<file path="src/rtl/pipe_hazard_ctrl_pkg.sv">
// pipe_pkg: shared definitions for the hazard controller and the datapath.
//   fwd_sel_e  - EX operand select encoding, shared with the datapath muxes.
//   sb_slot_t  - one scoreboard slot (EX, MEM or WB). Register fields are
//                REG_AW_MAX wide; narrower builds zero-extend into them.
package pipe_pkg;

    localparam int unsigned REG_AW_MAX = 8;

    typedef enum logic [1:0] {
        FWD_RF  = 2'd0,
        FWD_MEM = 2'd1,
        FWD_WB  = 2'd2
    } fwd_sel_e;

    typedef struct packed {
        logic                  valid;
        logic [REG_AW_MAX-1:0] rs;
        logic [REG_AW_MAX-1:0] rt;
        logic                  use_rs;
        logic                  use_rt;
        logic [REG_AW_MAX-1:0] dest;
        logic                  reg_write;
        logic                  mem_read;
    } sb_slot_t;

endpackage

</file>
<file path="src/rtl/pipe_hazard_ctrl_if.sv">
// pipe_hazard_ctrl_if: pipeline <-> hazard controller signal bundle.
//   master - pipeline side: drives enable, ID instruction fields, ex_redirect;
//            receives PC/IF-ID/ID-EX controls, forward selects, bypass, counters.
//   slave  - hazard controller side (mirror of master).
interface pipe_hazard_ctrl_if #(
    parameter int unsigned REG_AW = 5,
    parameter int unsigned CNT_W  = 16
);
    logic              enable;
    logic              id_valid;
    logic [REG_AW-1:0] id_rs;
    logic [REG_AW-1:0] id_rt;
    logic              id_use_rs;
    logic              id_use_rt;
    logic [REG_AW-1:0] id_dest;
    logic              id_reg_write;
    logic              id_mem_read;
    logic              ex_redirect;
    logic              pc_write;
    logic              ifid_write;
    logic              ifid_flush;
    logic              idex_bubble;
    logic [1:0]        fwd_a;
    logic [1:0]        fwd_b;
    logic              id_byp_a;
    logic              id_byp_b;
    logic [CNT_W-1:0]  stall_count;
    logic [CNT_W-1:0]  flush_count;

    modport master (
        output enable, id_valid, id_rs, id_rt, id_use_rs, id_use_rt, id_dest,
               id_reg_write, id_mem_read, ex_redirect,
        input  pc_write, ifid_write, ifid_flush, idex_bubble, fwd_a, fwd_b,
               id_byp_a, id_byp_b, stall_count, flush_count
    );

    modport slave (
        input  enable, id_valid, id_rs, id_rt, id_use_rs, id_use_rt, id_dest,
               id_reg_write, id_mem_read, ex_redirect,
        output pc_write, ifid_write, ifid_flush, idex_bubble, fwd_a, fwd_b,
               id_byp_a, id_byp_b, stall_count, flush_count
    );

endinterface

</file>
<file path="src/rtl/pipe_hazard_ctrl_sb_match.sv">
// sb_match: one scoreboard compare. hit_o is high when the slot is a writer
// (valid, reg_write, non-zero dest) and its dest equals a source that is used.
//   valid_i, reg_write_i, dest_i - producer slot fields
//   r_i, use_i                   - consumer source address and its use flag
//   hit_o                        - dependency hit
module sb_match
    import pipe_pkg::*;
(
    input  logic                  valid_i,
    input  logic                  reg_write_i,
    input  logic [REG_AW_MAX-1:0] dest_i,
    input  logic [REG_AW_MAX-1:0] r_i,
    input  logic                  use_i,
    output logic                  hit_o
);

    always_comb begin
        hit_o = valid_i & reg_write_i & (dest_i != '0) & use_i & (dest_i == r_i);
    end

endmodule

</file>
<file path="src/rtl/pipe_hazard_ctrl.sv">
// pipe_hazard_ctrl: hazard detection and forwarding for the 5-stage pipeline.
// Keeps a shadow scoreboard of EX/MEM/WB and derives stalls, flushes, EX
// forward selects, ID write-back bypass and saturating stall/flush counters.
//   clk, rst - clock, synchronous active-high reset
//   bus      - pipe_hazard_ctrl_if.slave (ID fields in, pipeline controls out)
module pipe_hazard_ctrl
    import pipe_pkg::*;
#(
    parameter int unsigned REG_AW = 5,
    parameter bit          FWD_EN = 1'b1,
    parameter int unsigned CNT_W  = 16
) (
    input  logic clk,
    input  logic rst,
    pipe_hazard_ctrl_if.slave bus
);

    sb_slot_t ex_q, mem_q, wb_q, ex_d, id_slot;
    logic [CNT_W-1:0] stall_cnt_q, stall_cnt_d, flush_cnt_q, flush_cnt_d;
    logic stall, flush, bubble;
    logic ex_rs_hit, ex_rt_hit, mem_rs_hit, mem_rt_hit, wb_rs_hit, wb_rt_hit;
    logic fm_a_hit, fw_a_hit, fm_b_hit, fw_b_hit;
    fwd_sel_e fwd_a, fwd_b;

    always_comb begin
        id_slot           = '0;
        id_slot.valid     = bus.id_valid;
        id_slot.rs        = REG_AW_MAX'(bus.id_rs[REG_AW-1:0]);
        id_slot.rt        = REG_AW_MAX'(bus.id_rt[REG_AW-1:0]);
        id_slot.use_rs    = bus.id_use_rs;
        id_slot.use_rt    = bus.id_use_rt;
        id_slot.dest      = REG_AW_MAX'(bus.id_dest[REG_AW-1:0]);
        id_slot.reg_write = bus.id_reg_write;
        id_slot.mem_read  = bus.id_mem_read;
    end

    // ID sources against EX / MEM / WB producers
    sb_match u_ex_rs  (.valid_i(ex_q.valid),  .reg_write_i(ex_q.reg_write),  .dest_i(ex_q.dest),  .r_i(id_slot.rs), .use_i(id_slot.use_rs), .hit_o(ex_rs_hit));
    sb_match u_ex_rt  (.valid_i(ex_q.valid),  .reg_write_i(ex_q.reg_write),  .dest_i(ex_q.dest),  .r_i(id_slot.rt), .use_i(id_slot.use_rt), .hit_o(ex_rt_hit));
    sb_match u_mem_rs (.valid_i(mem_q.valid), .reg_write_i(mem_q.reg_write), .dest_i(mem_q.dest), .r_i(id_slot.rs), .use_i(id_slot.use_rs), .hit_o(mem_rs_hit));
    sb_match u_mem_rt (.valid_i(mem_q.valid), .reg_write_i(mem_q.reg_write), .dest_i(mem_q.dest), .r_i(id_slot.rt), .use_i(id_slot.use_rt), .hit_o(mem_rt_hit));
    sb_match u_wb_rs  (.valid_i(wb_q.valid),  .reg_write_i(wb_q.reg_write),  .dest_i(wb_q.dest),  .r_i(id_slot.rs), .use_i(id_slot.use_rs), .hit_o(wb_rs_hit));
    sb_match u_wb_rt  (.valid_i(wb_q.valid),  .reg_write_i(wb_q.reg_write),  .dest_i(wb_q.dest),  .r_i(id_slot.rt), .use_i(id_slot.use_rt), .hit_o(wb_rt_hit));

    // EX sources against MEM / WB producers
    sb_match u_fm_a (.valid_i(mem_q.valid), .reg_write_i(mem_q.reg_write), .dest_i(mem_q.dest), .r_i(ex_q.rs), .use_i(ex_q.use_rs), .hit_o(fm_a_hit));
    sb_match u_fw_a (.valid_i(wb_q.valid),  .reg_write_i(wb_q.reg_write),  .dest_i(wb_q.dest),  .r_i(ex_q.rs), .use_i(ex_q.use_rs), .hit_o(fw_a_hit));
    sb_match u_fm_b (.valid_i(mem_q.valid), .reg_write_i(mem_q.reg_write), .dest_i(mem_q.dest), .r_i(ex_q.rt), .use_i(ex_q.use_rt), .hit_o(fm_b_hit));
    sb_match u_fw_b (.valid_i(wb_q.valid),  .reg_write_i(wb_q.reg_write),  .dest_i(wb_q.dest),  .r_i(ex_q.rt), .use_i(ex_q.use_rt), .hit_o(fw_b_hit));

    always_comb begin
        stall = 1'b0;
        if (bus.id_valid) begin
            if (FWD_EN) begin
                stall = (ex_rs_hit | ex_rt_hit) & ex_q.mem_read;
            end else begin
                stall = ex_rs_hit | ex_rt_hit | mem_rs_hit | mem_rt_hit;
            end
        end
        flush  = bus.ex_redirect;
        bubble = stall | flush | ~bus.id_valid;
        ex_d   = bubble ? '0 : id_slot;

        fwd_a = FWD_RF;
        fwd_b = FWD_RF;
        if (FWD_EN) begin
            if (fm_a_hit)      fwd_a = FWD_MEM;
            else if (fw_a_hit) fwd_a = FWD_WB;
            if (fm_b_hit)      fwd_b = FWD_MEM;
            else if (fw_b_hit) fwd_b = FWD_WB;
        end

        // a stall overridden by a flush is not counted
        stall_cnt_d = stall_cnt_q;
        if (stall && !flush && stall_cnt_q != '1) begin
            stall_cnt_d = stall_cnt_q + CNT_W'(1);
        end
        flush_cnt_d = flush_cnt_q;
        if (flush && flush_cnt_q != '1) begin
            flush_cnt_d = flush_cnt_q + CNT_W'(1);
        end
    end

    always_ff @(posedge clk) begin
        if (rst) begin
            ex_q        <= '0;
            mem_q       <= '0;
            wb_q        <= '0;
            stall_cnt_q <= '0;
            flush_cnt_q <= '0;
        end else if (bus.enable) begin
            wb_q        <= mem_q;
            mem_q       <= ex_q;
            ex_q        <= ex_d;
            stall_cnt_q <= stall_cnt_d;
            flush_cnt_q <= flush_cnt_d;
        end
    end

    assign bus.pc_write    = ~stall | flush;
    assign bus.ifid_write  = ~stall | flush;
    assign bus.ifid_flush  = flush;
    assign bus.idex_bubble = bubble;
    assign bus.fwd_a       = fwd_a;
    assign bus.fwd_b       = fwd_b;
    assign bus.id_byp_a    = wb_rs_hit;
    assign bus.id_byp_b    = wb_rt_hit;
    assign bus.stall_count = stall_cnt_q;
    assign bus.flush_count = flush_cnt_q;

    // WB source fields are carried for completeness but nothing downstream reads them
    logic unused_wb;
    assign unused_wb = ^{wb_q.rs, wb_q.rt, wb_q.use_rs, wb_q.use_rt, wb_q.mem_read};

endmodule

</file>
<file path="src/flat_wrapper.sv">
// flat-port wrapper written by rule: the top's interface ports become plain ports
module pipe_hazard_ctrl_flat import pipe_pkg::*;
#(
    parameter int unsigned REG_AW = 5,
    parameter bit          FWD_EN = 1'b1,
    parameter int unsigned CNT_W  = 16
)
  (clk, rst, bus_enable, bus_id_valid, bus_id_rs, bus_id_rt, bus_id_use_rs, bus_id_use_rt, bus_id_dest, bus_id_reg_write, bus_id_mem_read, bus_ex_redirect, bus_pc_write, bus_ifid_write, bus_ifid_flush, bus_idex_bubble, bus_fwd_a, bus_fwd_b, bus_id_byp_a, bus_id_byp_b, bus_stall_count, bus_flush_count);
  pipe_hazard_ctrl_if #(.REG_AW(REG_AW), .CNT_W(CNT_W)) bus_i ();
  input  logic clk;
  input  logic rst;
  input wire logic [$bits(bus_i.enable)-1:0] bus_enable;
  input wire logic [$bits(bus_i.id_valid)-1:0] bus_id_valid;
  input wire logic [$bits(bus_i.id_rs)-1:0] bus_id_rs;
  input wire logic [$bits(bus_i.id_rt)-1:0] bus_id_rt;
  input wire logic [$bits(bus_i.id_use_rs)-1:0] bus_id_use_rs;
  input wire logic [$bits(bus_i.id_use_rt)-1:0] bus_id_use_rt;
  input wire logic [$bits(bus_i.id_dest)-1:0] bus_id_dest;
  input wire logic [$bits(bus_i.id_reg_write)-1:0] bus_id_reg_write;
  input wire logic [$bits(bus_i.id_mem_read)-1:0] bus_id_mem_read;
  input wire logic [$bits(bus_i.ex_redirect)-1:0] bus_ex_redirect;
  output wire logic [$bits(bus_i.pc_write)-1:0] bus_pc_write;
  output wire logic [$bits(bus_i.ifid_write)-1:0] bus_ifid_write;
  output wire logic [$bits(bus_i.ifid_flush)-1:0] bus_ifid_flush;
  output wire logic [$bits(bus_i.idex_bubble)-1:0] bus_idex_bubble;
  output wire logic [$bits(bus_i.fwd_a)-1:0] bus_fwd_a;
  output wire logic [$bits(bus_i.fwd_b)-1:0] bus_fwd_b;
  output wire logic [$bits(bus_i.id_byp_a)-1:0] bus_id_byp_a;
  output wire logic [$bits(bus_i.id_byp_b)-1:0] bus_id_byp_b;
  output wire logic [$bits(bus_i.stall_count)-1:0] bus_stall_count;
  output wire logic [$bits(bus_i.flush_count)-1:0] bus_flush_count;
  assign bus_i.enable = bus_enable;
  assign bus_i.id_valid = bus_id_valid;
  assign bus_i.id_rs = bus_id_rs;
  assign bus_i.id_rt = bus_id_rt;
  assign bus_i.id_use_rs = bus_id_use_rs;
  assign bus_i.id_use_rt = bus_id_use_rt;
  assign bus_i.id_dest = bus_id_dest;
  assign bus_i.id_reg_write = bus_id_reg_write;
  assign bus_i.id_mem_read = bus_id_mem_read;
  assign bus_i.ex_redirect = bus_ex_redirect;
  assign bus_pc_write = bus_i.pc_write;
  assign bus_ifid_write = bus_i.ifid_write;
  assign bus_ifid_flush = bus_i.ifid_flush;
  assign bus_idex_bubble = bus_i.idex_bubble;
  assign bus_fwd_a = bus_i.fwd_a;
  assign bus_fwd_b = bus_i.fwd_b;
  assign bus_id_byp_a = bus_i.id_byp_a;
  assign bus_id_byp_b = bus_i.id_byp_b;
  assign bus_stall_count = bus_i.stall_count;
  assign bus_flush_count = bus_i.flush_count;
  pipe_hazard_ctrl #(.REG_AW(REG_AW), .FWD_EN(FWD_EN), .CNT_W(CNT_W)) u_core (.clk(clk), .rst(rst), .bus(bus_i));
endmodule
</file>
<file path="config.mk">
export PLATFORM = sky130hd
export DESIGN_NAME = pipe_hazard_ctrl_flat
export DESIGN_NICKNAME = d
export VERILOG_FILES = /design/src/rtl/pipe_hazard_ctrl_pkg.sv /design/src/rtl/pipe_hazard_ctrl_if.sv /design/src/rtl/pipe_hazard_ctrl_sb_match.sv /design/src/rtl/pipe_hazard_ctrl.sv /design/src/flat_wrapper.sv
export SDC_FILE = /design/constraint.sdc
export NUM_CORES = 1
export LEC_CHECK = 0
export CAP_MARGIN = 20
export CORE_MARGIN = 10
export CORE_UTILIZATION = 32
export DETAILED_ROUTE_END_ITERATION = 7
export SYNTH_ARGS = -nofsm -noshare
export SYNTH_HDL_FRONTEND = slang
export SYNTH_HIERARCHICAL = 1
export SYNTH_SLANG_ARGS = --single-unit
</file>
<file path="constraint.sdc">
create_clock -name clk -period 6.45 [get_ports clk]
set_input_delay 1.29 -clock clk [delete_from_list [all_inputs] [get_ports clk]]
set_output_delay 1.29 -clock clk [all_outputs]
set_load 0.02 [all_outputs]
</file>
==> impl_metrics.csv <==
group,metric,value,unit
floorplanning,start_util,32.53,%
worst_setup_path,worstSetupStartpointType,"input port",
sta,worst_hold_slack,0.4941,ns
placed_design,port_buffers,65,
clocking,cts_tree,"built",
logic_synthesis,yosys-top-cells-area,"dfxtp_1 34%, xnor2_1 13%, a21oi_1 5.2%",
sta,worst_pin_slew,0.9418,ns
final_layout,post-route-util,43.37,%
detailed_routing,vias,3731,
final_layout,drive_gt1_share,5.299,%
worst_setup_path,cp.required,5.16,ns
clocking,postCtsHoldBufs,0,
grt,first_global_vias,3637,
logic_synthesis,synth_flop_cell,"dfxtp_1",
sta,final-setup-viol-count,0,
floorplanning,core_area,11910,um^2
logic_synthesis,synth_compound_area_share,13.40,%
power_and_ir_drop,total_power,0.9573,mW
clocking,htreeDepth,3,
sta,slew_viol_final,0,
final_layout,most-common-layout-cells,"72 x conb_1, 66 x dfxtp_1, 63 x clkdlybuf4s50_1",
logic_synthesis,ys_ff_latch,66,
worst_setup_path,worstPathMaxFanout,21,
power_and_ir_drop,power_density,185.3,nW/um^2
worst_setup_path,worstSetupEndpointType,"primary output",
power_and_ir_drop,power.leakage,1.659,nW
grt,track_usage,13.52,%
power_and_ir_drop,switching_share,23.56,%
worst_setup_path,critical_path_class,"input port to primary output",
grt,antenna_found_initial,1,
placed_design,dp_hpwl,8.093,mm
detailed_routing,ant_nets,0,
hold_path,hp-class,"register to register",
final_layout,final_common_cell,"conb_1",
logic_synthesis,netlist.area_leader.share,34.10,%
final_layout,syn_to_final_growth,33.32,%
logic_synthesis,syn_inst,452,
floorplanning,ios,66,
power_and_ir_drop,power_frac_clock,45.6,%
detailed_routing,routedWlPerCell,15.16,um
floorplanning,dieArea,16910,um^2
placed_design,gp_congestion,0.8539,
detailed_routing,drt-total-wl,11.11,mm
logic_synthesis,synth_cell_types,47,
power_and_ir_drop,power_frac_comb,10.5,%
clocking,clockRootBuffer,"clkbuf_16",
clocking,clk_path_buf_depth,2,
clocking,cts_made_buffers,9,
power_and_ir_drop,ir_worst_vdd,0.0001092,V
final_layout,nNetsFinal,606,
clocking,cts_setup_buffers,0,
sta,max_freq,188.9,MHz
sta,rsz0062_at_grt,"false",
worst_setup_path,arrival,4.00,ns
placed_design,post-place-ws,1.136,ns
detailed_routing,firstDrtPassIters,4,
power_and_ir_drop,pwr-share-seq,43.9,%
detailed_routing,avgViaCountPerCell,5.090,
sta,layout_setup_ws,1.156,ns
detailed_routing,drt_iter0_drc,214,
floorplanning,num_rows,40,
grt,grt_pass1_wl,18.42,mm
logic_synthesis,synth_top_area_cell,"dfxtp_1",
clocking,clk_latency,0.32,ns
status,status,"finished, final reports clean",
logic_synthesis,ys_seq_area_share,34.10,%
logic_synthesis,synth_mux_area_share,4.973,%
power_and_ir_drop,p_sw,0.2255,mW
logic_synthesis,synthSimpleGateAreaFrac,27.58,%
detailed_routing,drc,0,
sta,fin_crit_sh,82.07,%
sta,period_minus_slack,5.294,ns
floorplanning,fp.dieH,130.0,um
floorplanning,die_w,130.0,um
sta,maxSlewHeadroom,36.73,%
logic_synthesis,yosysWarnings,6,
logic_synthesis,synthAdderAreaFrac,0.6458,%
final_layout,nFillCells,1200,
logic_synthesis,async_reset_ff_share,0,%
logic_synthesis,syn-cell-area,3875,um^2
clocking,path_clk_slew,0.05,ns
clocking,clock-sinks,66,
logic_synthesis,synth_top_family_by_area,"simple AND/OR/NAND/NOR gates",
job,drv_cap,0,
sta,final.setup.tns,0,ns
sta,fin_skew,0.008368,ns
sta,hold_viol,0,
clocking,ctsResizeCount,0,
grt,grt_max_degree,67,
power_and_ir_drop,internal-power,0.7318,mW
grt,overflow,0,
logic_synthesis,synth_edf_count,0,
logic_synthesis,syn_avg_cell_area,8.573,um^2
logic_synthesis,synth_xor_area_share,16.24,%
power groups by stage:
| stage | Combinational, mW | Sequential (mW) | Clock [mW] |
|---|---|---|---|
| 2_1_floorplan | 0.0684 | 0.427 | 0 |
| 3_3_place_gp | 0.0966 | 0.428 | 0 |
| 3_5_place_dp | 0.0976 | 0.429 | 0 |
| 4_1_cts | 0.0980 | 0.420 | 0.453 |
| 5_1_grt | 0.113 | 0.421 | 0.467 |
| 6_report | 0.101 | 0.420 | 0.437 |
per-stage QoR:
stage               instance area [um^2]  instances
global placement                    4873        714
global route                        5164        732
CTS                                 5139        730
floorplan                           4141        523
detailed placement                  4873        714
finish                              5166        733
worst max-delay path, cell delays in order:
cell and delay (ns):
clkdlybuf4s50_1 0.55, xnor2_1 0.15, nand3_1 0.10, a2111oi_1 0.49, o21ai_1 0.23, and2_1 0.45, inv_1 0.13, clkdlybuf4s50_1 0.61
cell usage after synthesis (9+ instances only):
library cell	n
nand3_1	36
o31ai_1	11
xnor2_1	56
nand2_1	20
nand4_1	26
nor2_1	25
a21oi_1	40
nor4_1	19
mux2i_1	17
o21ai_0	10
or4_1	12
or3_1	9
dfxtp_1	66
clkbuf_1	14
nand2b_1	19
kinds of logic after synthesis:
kind of cell    after synthesis
simple gates                191
compound gates               82
flops                        66
xor+xnor                     65
buf+inv                      26
mux                          19
fa+ha+maj                     2
other cells                   1
per-layer routing:
| layer | track usage (%) | vias to the layer above | routed length [um] |
|---|---|---|---|
| met5 | 0 | - | 0 |
| met4 | 3.373 | 0 | 65 |
| met3 | 5.112 | 4 | 837 |
| met2 | 21.61 | 93 | 5156 |
| met1 | 16.75 | 1762 | 5054 |
| li1 | - | 1872 | - |
final cells by class:
type                            count  area (um^2)  area share, %
Multi-Input combinational cell    431         2705          52.36
Sequential cell                    66         1321          25.58
Timing Repair Buffer               68        673.1          13.03
Clock buffer                       13        250.2          4.844
Tap cell                          147        183.9          3.560
Clock inverter                      3        15.01         0.2906
Inverter                            4        15.01         0.2906
Antenna cell                        1        2.502        0.04844
state kept, by name (all words and copies together) (netlist names):
register and cells:
u_core/bus.flush_count 16, u_core/wb_q 7, u_core/ex_q 20, u_core/mem_q 7, u_core/bus.stall_count 16
final timing paths:
path              cells after the start  slack, ns                          to       startpoint
hold / removal                        2       0.49             u_core/ex_q[11]  u_core/ex_q[11]
hold reg to reg                       2       0.49             u_core/ex_q[11]  u_core/ex_q[11]
setup / recovery                      8       1.16             bus_idex_bubble     bus_id_rs[2]
setup reg to reg                      7       3.62  u_core/bus.stall_count[13]   u_core/ex_q[5]
Power figures use the tool's default switching activity.
